--- src/rtl/stack_ram_pkg.sv ---
// stack_ram shared definitions: op codes, sweep FSM states, defaults.
// Optional fault flag is enabled by defining STACK_RAM_FAULT_EN.
package stack_ram_pkg;

  localparam int MEMORY_ADDR_BITS  = 3;
  localparam int MEMORY_DATA_WIDTH = 4;

  localparam logic [2:0] MEMORY_MODE_NONE  = 3'd0;
  localparam logic [2:0] MEMORY_MODE_READ  = 3'd1;
  localparam logic [2:0] MEMORY_MODE_WRITE = 3'd2;
  localparam logic [2:0] MEMORY_MODE_CLEAR = 3'd3;

  typedef enum logic [2:0] {
    STACK_RAM_OP_NONE  = 3'd0,
    STACK_RAM_OP_READ  = 3'd1,
    STACK_RAM_OP_WRITE = 3'd2,
    STACK_RAM_OP_CLEAR = 3'd3,
    STACK_RAM_OP_PUSH  = 3'd4,
    STACK_RAM_OP_POP   = 3'd5,
    STACK_RAM_OP_PEEK  = 3'd6,
    STACK_RAM_OP_RSVD  = 3'd7
  } stack_op_e;

  typedef enum logic {
    ST_IDLE  = 1'b0,
    ST_SWEEP = 1'b1
  } sweep_state_e;

endpackage

--- src/rtl/stack_ram_cells.sv ---
// stack_ram storage: one write port, one registered read port.
// Cell contents are never reset; only the read register is.
module stack_ram_cells
  import stack_ram_pkg::*;
#(
  parameter int DATA_WIDTH = MEMORY_DATA_WIDTH,
  parameter int ADDR_BITS  = MEMORY_ADDR_BITS
) (
  input  logic                  clk,
  input  logic                  rst,
  input  logic                  we,
  input  logic [ADDR_BITS-1:0]  wr_addr,
  input  logic [DATA_WIDTH-1:0] wr_data,
  input  logic                  re,
  input  logic                  rclr,
  input  logic [ADDR_BITS-1:0]  rd_addr,
  output logic [DATA_WIDTH-1:0] rd_data
);

  localparam int DEPTH = 2 ** ADDR_BITS;

  logic [DATA_WIDTH-1:0] mem [DEPTH];

  always_ff @(posedge clk) begin
    if (we) mem[wr_addr] <= wr_data;
  end

  always_ff @(posedge clk) begin
    if (rst)       rd_data <= '0;
    else if (rclr) rd_data <= '0;
    else if (re)   rd_data <= mem[rd_addr];
  end

endmodule

--- src/rtl/stack_ram.sv ---
// stack_ram: random-access + stack memory with clear sweep FSM.
// Macro STACK_RAM_FAULT_EN enables the sticky overflow/underflow flag.
module stack_ram
  import stack_ram_pkg::*;
#(
  parameter int DATA_WIDTH = MEMORY_DATA_WIDTH,
  parameter int ADDR_BITS  = MEMORY_ADDR_BITS
) (
  input  logic                  clk,
  input  logic                  rst,
  input  logic [2:0]            op,
  input  logic [ADDR_BITS-1:0]  address,
  input  logic [DATA_WIDTH-1:0] data_in,
  output logic [DATA_WIDTH-1:0] data_out,
  output logic                  data_valid,
  output logic                  busy,
  output logic [ADDR_BITS:0]    sp,
  output logic                  full,
  output logic                  empty,
  output logic                  error
);

  localparam logic [ADDR_BITS:0]   DEPTH_C  = (ADDR_BITS+1)'(2 ** ADDR_BITS);
  localparam logic [ADDR_BITS:0]   SP_ONE   = (ADDR_BITS+1)'(1);
  localparam logic [ADDR_BITS-1:0] IDX_ONE  = ADDR_BITS'(1);
  localparam logic [ADDR_BITS-1:0] IDX_LAST = {ADDR_BITS{1'b1}};

  sweep_state_e state, state_n;
  logic [ADDR_BITS-1:0] idx;
  stack_op_e op_e;
  logic idle;
  logic do_read, do_write, do_clear;
  logic do_push, do_pop, do_peek;
  logic rd_en;
  logic [ADDR_BITS-1:0] sp_lo, rd_addr, wr_addr;
  logic [DATA_WIDTH-1:0] wr_data;
  logic we;

  assign op_e  = stack_op_e'(op);
  assign idle  = (state == ST_IDLE);
  assign sp_lo = sp[ADDR_BITS-1:0];
  assign full  = (sp == DEPTH_C);
  assign empty = (sp == '0);

  // Ops only count while idle; stack ops that would fault are dropped.
  assign do_read  = idle && (op_e == STACK_RAM_OP_READ);
  assign do_write = idle && (op_e == STACK_RAM_OP_WRITE);
  assign do_clear = idle && (op_e == STACK_RAM_OP_CLEAR);
  assign do_push  = idle && (op_e == STACK_RAM_OP_PUSH) && !full;
  assign do_pop   = idle && (op_e == STACK_RAM_OP_POP)  && !empty;
  assign do_peek  = idle && (op_e == STACK_RAM_OP_PEEK) && !empty;

  assign rd_en   = do_read || do_pop || do_peek;
  assign rd_addr = do_read ? address : (sp_lo - IDX_ONE);

  always_ff @(posedge clk) begin
    if (rst) state <= ST_IDLE;
    else     state <= state_n;
  end

  always_comb begin
    state_n = state;
    unique case (state)
      ST_IDLE:  if (do_clear) state_n = ST_SWEEP;
      ST_SWEEP: if (idx == IDX_LAST) state_n = ST_IDLE;
      default:  state_n = ST_IDLE;
    endcase
  end

  always_comb begin
    busy    = 1'b0;
    we      = 1'b0;
    wr_addr = address;
    wr_data = data_in;
    unique case (state)
      ST_SWEEP: begin
        busy    = 1'b1;
        we      = !rst;
        wr_addr = idx;
        wr_data = '0;
      end
      default: begin
        we      = !rst && (do_write || do_push);
        wr_addr = do_push ? sp_lo : address;
      end
    endcase
  end

  always_ff @(posedge clk) begin
    if (rst)                   idx <= '0;
    else if (state == ST_IDLE) idx <= '0;
    else                       idx <= idx + IDX_ONE;
  end

  always_ff @(posedge clk) begin
    if (rst)           sp <= '0;
    else if (do_clear) sp <= '0;
    else if (do_push)  sp <= sp + SP_ONE;
    else if (do_pop)   sp <= sp - SP_ONE;
  end

  always_ff @(posedge clk) begin
    if (rst) data_valid <= 1'b0;
    else     data_valid <= rd_en;
  end

`ifdef STACK_RAM_FAULT_EN
  logic drop;
  logic err_q;

  assign drop = idle && (((op_e == STACK_RAM_OP_PUSH) && full) ||
                (((op_e == STACK_RAM_OP_POP) ||
                  (op_e == STACK_RAM_OP_PEEK)) && empty));

  always_ff @(posedge clk) begin
    if (rst)           err_q <= 1'b0;
    else if (do_clear) err_q <= 1'b0;
    else if (drop)     err_q <= 1'b1;
  end

  assign error = err_q;
`else
  assign error = 1'b0;
`endif

  stack_ram_cells #(
    .DATA_WIDTH(DATA_WIDTH),
    .ADDR_BITS (ADDR_BITS)
  ) u_cells (
    .clk    (clk),
    .rst    (rst),
    .we     (we),
    .wr_addr(wr_addr),
    .wr_data(wr_data),
    .re     (rd_en),
    .rclr   (do_clear),
    .rd_addr(rd_addr),
    .rd_data(data_out)
  );

endmodule

--- config.mk ---
export PLATFORM = sky130hd
export DESIGN_NAME = stack_ram
export DESIGN_NICKNAME = d
export VERILOG_FILES = /design/src/rtl/stack_ram_pkg.sv /design/src/rtl/stack_ram_cells.sv /design/src/rtl/stack_ram.sv
export SDC_FILE = /design/constraint.sdc
export NUM_CORES = 1
export LEC_CHECK = 0
export CORE_AREA = 2 2 67 69
export CTS_CLUSTER_SIZE = 30
export DETAILED_ROUTE_END_ITERATION = 16
export DIE_AREA = 0 0 69 71
export DONT_BUFFER_PORTS = 1
export PLACE_DENSITY_LB_ADDON = 0.05
export SETUP_SLACK_MARGIN = 0.2
export SLEW_MARGIN = 30
export SYNTH_ARGS = -nofsm -noshare
export SYNTH_HDL_FRONTEND = slang
export SYNTH_SLANG_ARGS = --single-unit
export TNS_END_PERCENT = 1
--- constraint.sdc ---
create_clock -name clk -period 4.7 [get_ports clk]
set_input_delay 0.47 -clock clk [delete_from_list [all_inputs] [get_ports clk]]
set_output_delay 0.47 -clock clk [all_outputs]
set_load 0.005 [all_outputs]
==> flow_summary.yaml <==
run_status:
  status: "finished, final reports clean"
logic_synthesis:
  synthMuxAreaShare_pct: 9.64
  synth_top_area_cell: "edfxtp_1"
  yosysUniqueCellTypes: 42
  yosysWarnings: 0
  synthAdderAreaFrac_pct: 3.74
  ys_top_cells_by_area: "edfxtp_1 (44%), dfxtp_1 (12%), mux2i_1 (8.6%)"
  synth_xor_area_share_pct: 1.59
  yosysSeqAreaShare_pct: 55.3
  synth_nets: 199
  synth-compound-area-share_pct: 11.5
  synthSimpleGateAreaFrac_pct: 15.0
  yosysTopAreaCellShare_pct: 43.5
  syn_inst: 181
  syn_area_per_cell_sq_um: 12.2
  synth_top_family_by_area: "simple AND/OR/NAND/NOR gates"
  synth-seq-cells: 45
  syn_area_sq_um: 2210
sta:
  slew_headroom_pct: 45.6
  worst_pin_slew_ns: 0.799
  finalClockSkew_ns: 0.00951
  maxSlewViolCount: 0
  setup_viol: 0
  setup_slack_ns: 2.02
  fmax_mhz: 373
  setup_tns_ns: 0
  finalHoldViolCount: 0
  min_period_ns: 2.68
  whs_ns: 0.235
  finalCritPeriodShare_pct: 57.0
  rsz0062_at_grt: "no"
final_layout:
  antenna_cells: 0
  layout-area-overhead-vs-synth_pct: 6.12
  design_area_sq_um: 2340
  drive_gt1_share_pct: 8.24
  final_util_pct: 55.7
  final_cells: 234
  num-nets-final: 199
  fillers: 366
critical_path:
  rr_startpoint: "state"
  cp-start-kind: "flip-flop"
  critPathLaunch: "state"
  worst-endpoint-arrival_ns: 2.91
  rr_worst_depth: 8
  crit_path_end: "sp[3]"
  critical_path_class: "reg2reg"
  reg2reg_slack_ns: 2.02
  cp_max_fo: 16
  cp.required_ns: 4.93
  r2r-end: "sp[3]"
  end_kind: "flip-flop"
place:
  finalWeightedCongestion: 0.754
  place_area_sq_um: 2230
  hpwl_um: 3170
  dp_slack_ns: 2.04
  dp_cells: 226
  numPortBuffers: 0
clock_network:
  numCtsBuffers: 5
  root_buffer: "clkbuf_8"
  hold_buffers: 0
  clock-sinks: 45
  cts_tree: "yes"
  clk_latency_ns: 0.30
  path_clk_slew_ns: 0.09
  cts_resized: 0
  cts_setup_buffers: 0
  clock_path_buffers: 2
  h-tree-depth: 2
power_and_ir_drop:
  power_uw: 863
  p_per_area_nw_per_um2: 368
  ir_drop_uv: 238
  p_leak_nw: 0.808
routing:
  vias: 1438
  ant_nets: 0
  drc: 0
  dr.pass1.iters: 5
  wl_per_cell_um: 18.6
  first_iter_violations: 116
  avgViaCountPerCell: 6.15
  totalWireLength_um: 4360
min_path:
  hold_class: "in2reg"
global_routing:
  grt_start_max_net_pins: 17
  overflow: 0
  track_usage_pct: 19.1
  grt_pass1_vias: 1332
  grt_pass1_wl_um: 7070
  antenna_found_initial: 0
floorplan:
  dieHeight_um: 71
  die_x_um: 69
  ios: 25
  core-area_sq_um: 4200
  start_util_pct: 52.5
  dieArea_sq_um: 4900
  num_rows: 24
job:
  max-cap-violations: 0
[routing by layer]
metal	part of all wire [%]	GRT usage (%)
met1	44	26.3
met2	48	28.8
met3	5.6	4.99
met4	2.1	8.06
met5	0	0
[sequential cells by signal (all words and copies together) (netlist names)]
signal,flops
u_cells.mem,32
sp,4
data_valid,1
idx,3
state,1
u_cells.rd_data,4
[critical path: stages, from the launching register on]
cell     delay [ns]
dfxtp_1        0.51
nor4b_1        0.61
nand2_1        0.25
ha_1           0.32
a21o_1         0.17
a21oi_1        0.26
mux2i_1        0.23
a21oi_1        0.09
nor3_1         0.18
[placed cells by master (no fill, tap or decap), types with 2 or more instances in the layout]
master and count:
nand2b_1 6, nor2_1 17, nor3_1 2, a22o_1 4, ha_1 5, o31ai_1 2
nand3b_1 2, nand3_1 3, dfxtp_1 13, or4b_1 2, o21ai_0 6, a21oi_1 10
nand2_1 7, nor3b_1 4, edfxtp_1 32, inv_1 7, clkbuf_8 5, mux2i_1 19
nor2b_1 6, a222oi_1 4, xnor2_1 4, a31oi_1 2
[worst min path at each step]
stage                  startpoint                  to  slack (ns)  cells after the start
6_report                      rst               state        0.24                      1
5_1_grt                       rst              idx[0]        0.22                      1
4_1_cts                       rst               state        0.22                      1
3_5_place_dp   u_cells.rd_data[0]  u_cells.rd_data[0]        0.51                      1
3_3_place_gp   u_cells.rd_data[0]  u_cells.rd_data[0]        0.51                      1
2_1_floorplan  u_cells.rd_data[2]  u_cells.rd_data[2]        0.47                      1
[Yosys cell counts, drive strengths merged]
| cell type | count |
|---|---|
| edfxtp | 32 |
| mux2i | 20 |
| nor2 | 17 |
| dfxtp | 13 |
| a21oi | 10 |
| inv | 7 |
| nand2 | 7 |
| nand2b | 6 |
| nor2b | 6 |
| o21ai | 6 |
| buf | 5 |
| ha | 5 |
| a222oi | 4 |
| a22o | 4 |
| nor3b | 4 |
| xnor2 | 4 |
| nand3 | 3 |
| nor3 | 3 |
| o31ai | 3 |
| a31oi | 2 |
| clkbuf | 2 |
| nand3b | 2 |
| nor4b | 2 |
| or4b | 2 |
| a211oi | 1 |
| a21boi | 1 |
| a21o | 1 |
| a32o | 1 |
| and3 | 1 |
| conb | 1 |
| fa | 1 |
| nand4b | 1 |
| o21ba | 1 |
| o32ai | 1 |
| or2 | 1 |
| or3b | 1 |
[cells by family after synthesis]
logic type      after synthesis
simple gates                 56
flops                        45
compound gates               35
mux                          20
buf+inv                      14
fa+ha+maj                     6
xor+xnor                      4
other cells                   1
[cell type report]
| class | instances | area [sq um] | share of cell area [%] |
|---|---|---|---|
| clock buffer | 6 | 72.6 | 3.10 |
| sequential | 45 | 1220 | 52.1 |
| multi-input combinational | 122 | 918 | 39.2 |
| clock inverter | 2 | 38.8 | 1.66 |
| tap | 52 | 65.1 | 2.78 |
| inverter | 7 | 26.3 | 1.12 |
[power breakdown]
group	switching, mW	internal, mW
Clock	0.133	0.160
Sequential	0.0118	0.438
Combinational	0.0695	0.0515
Total	0.214	0.649
No activity file was read; power rests on OpenSTA's default activity.
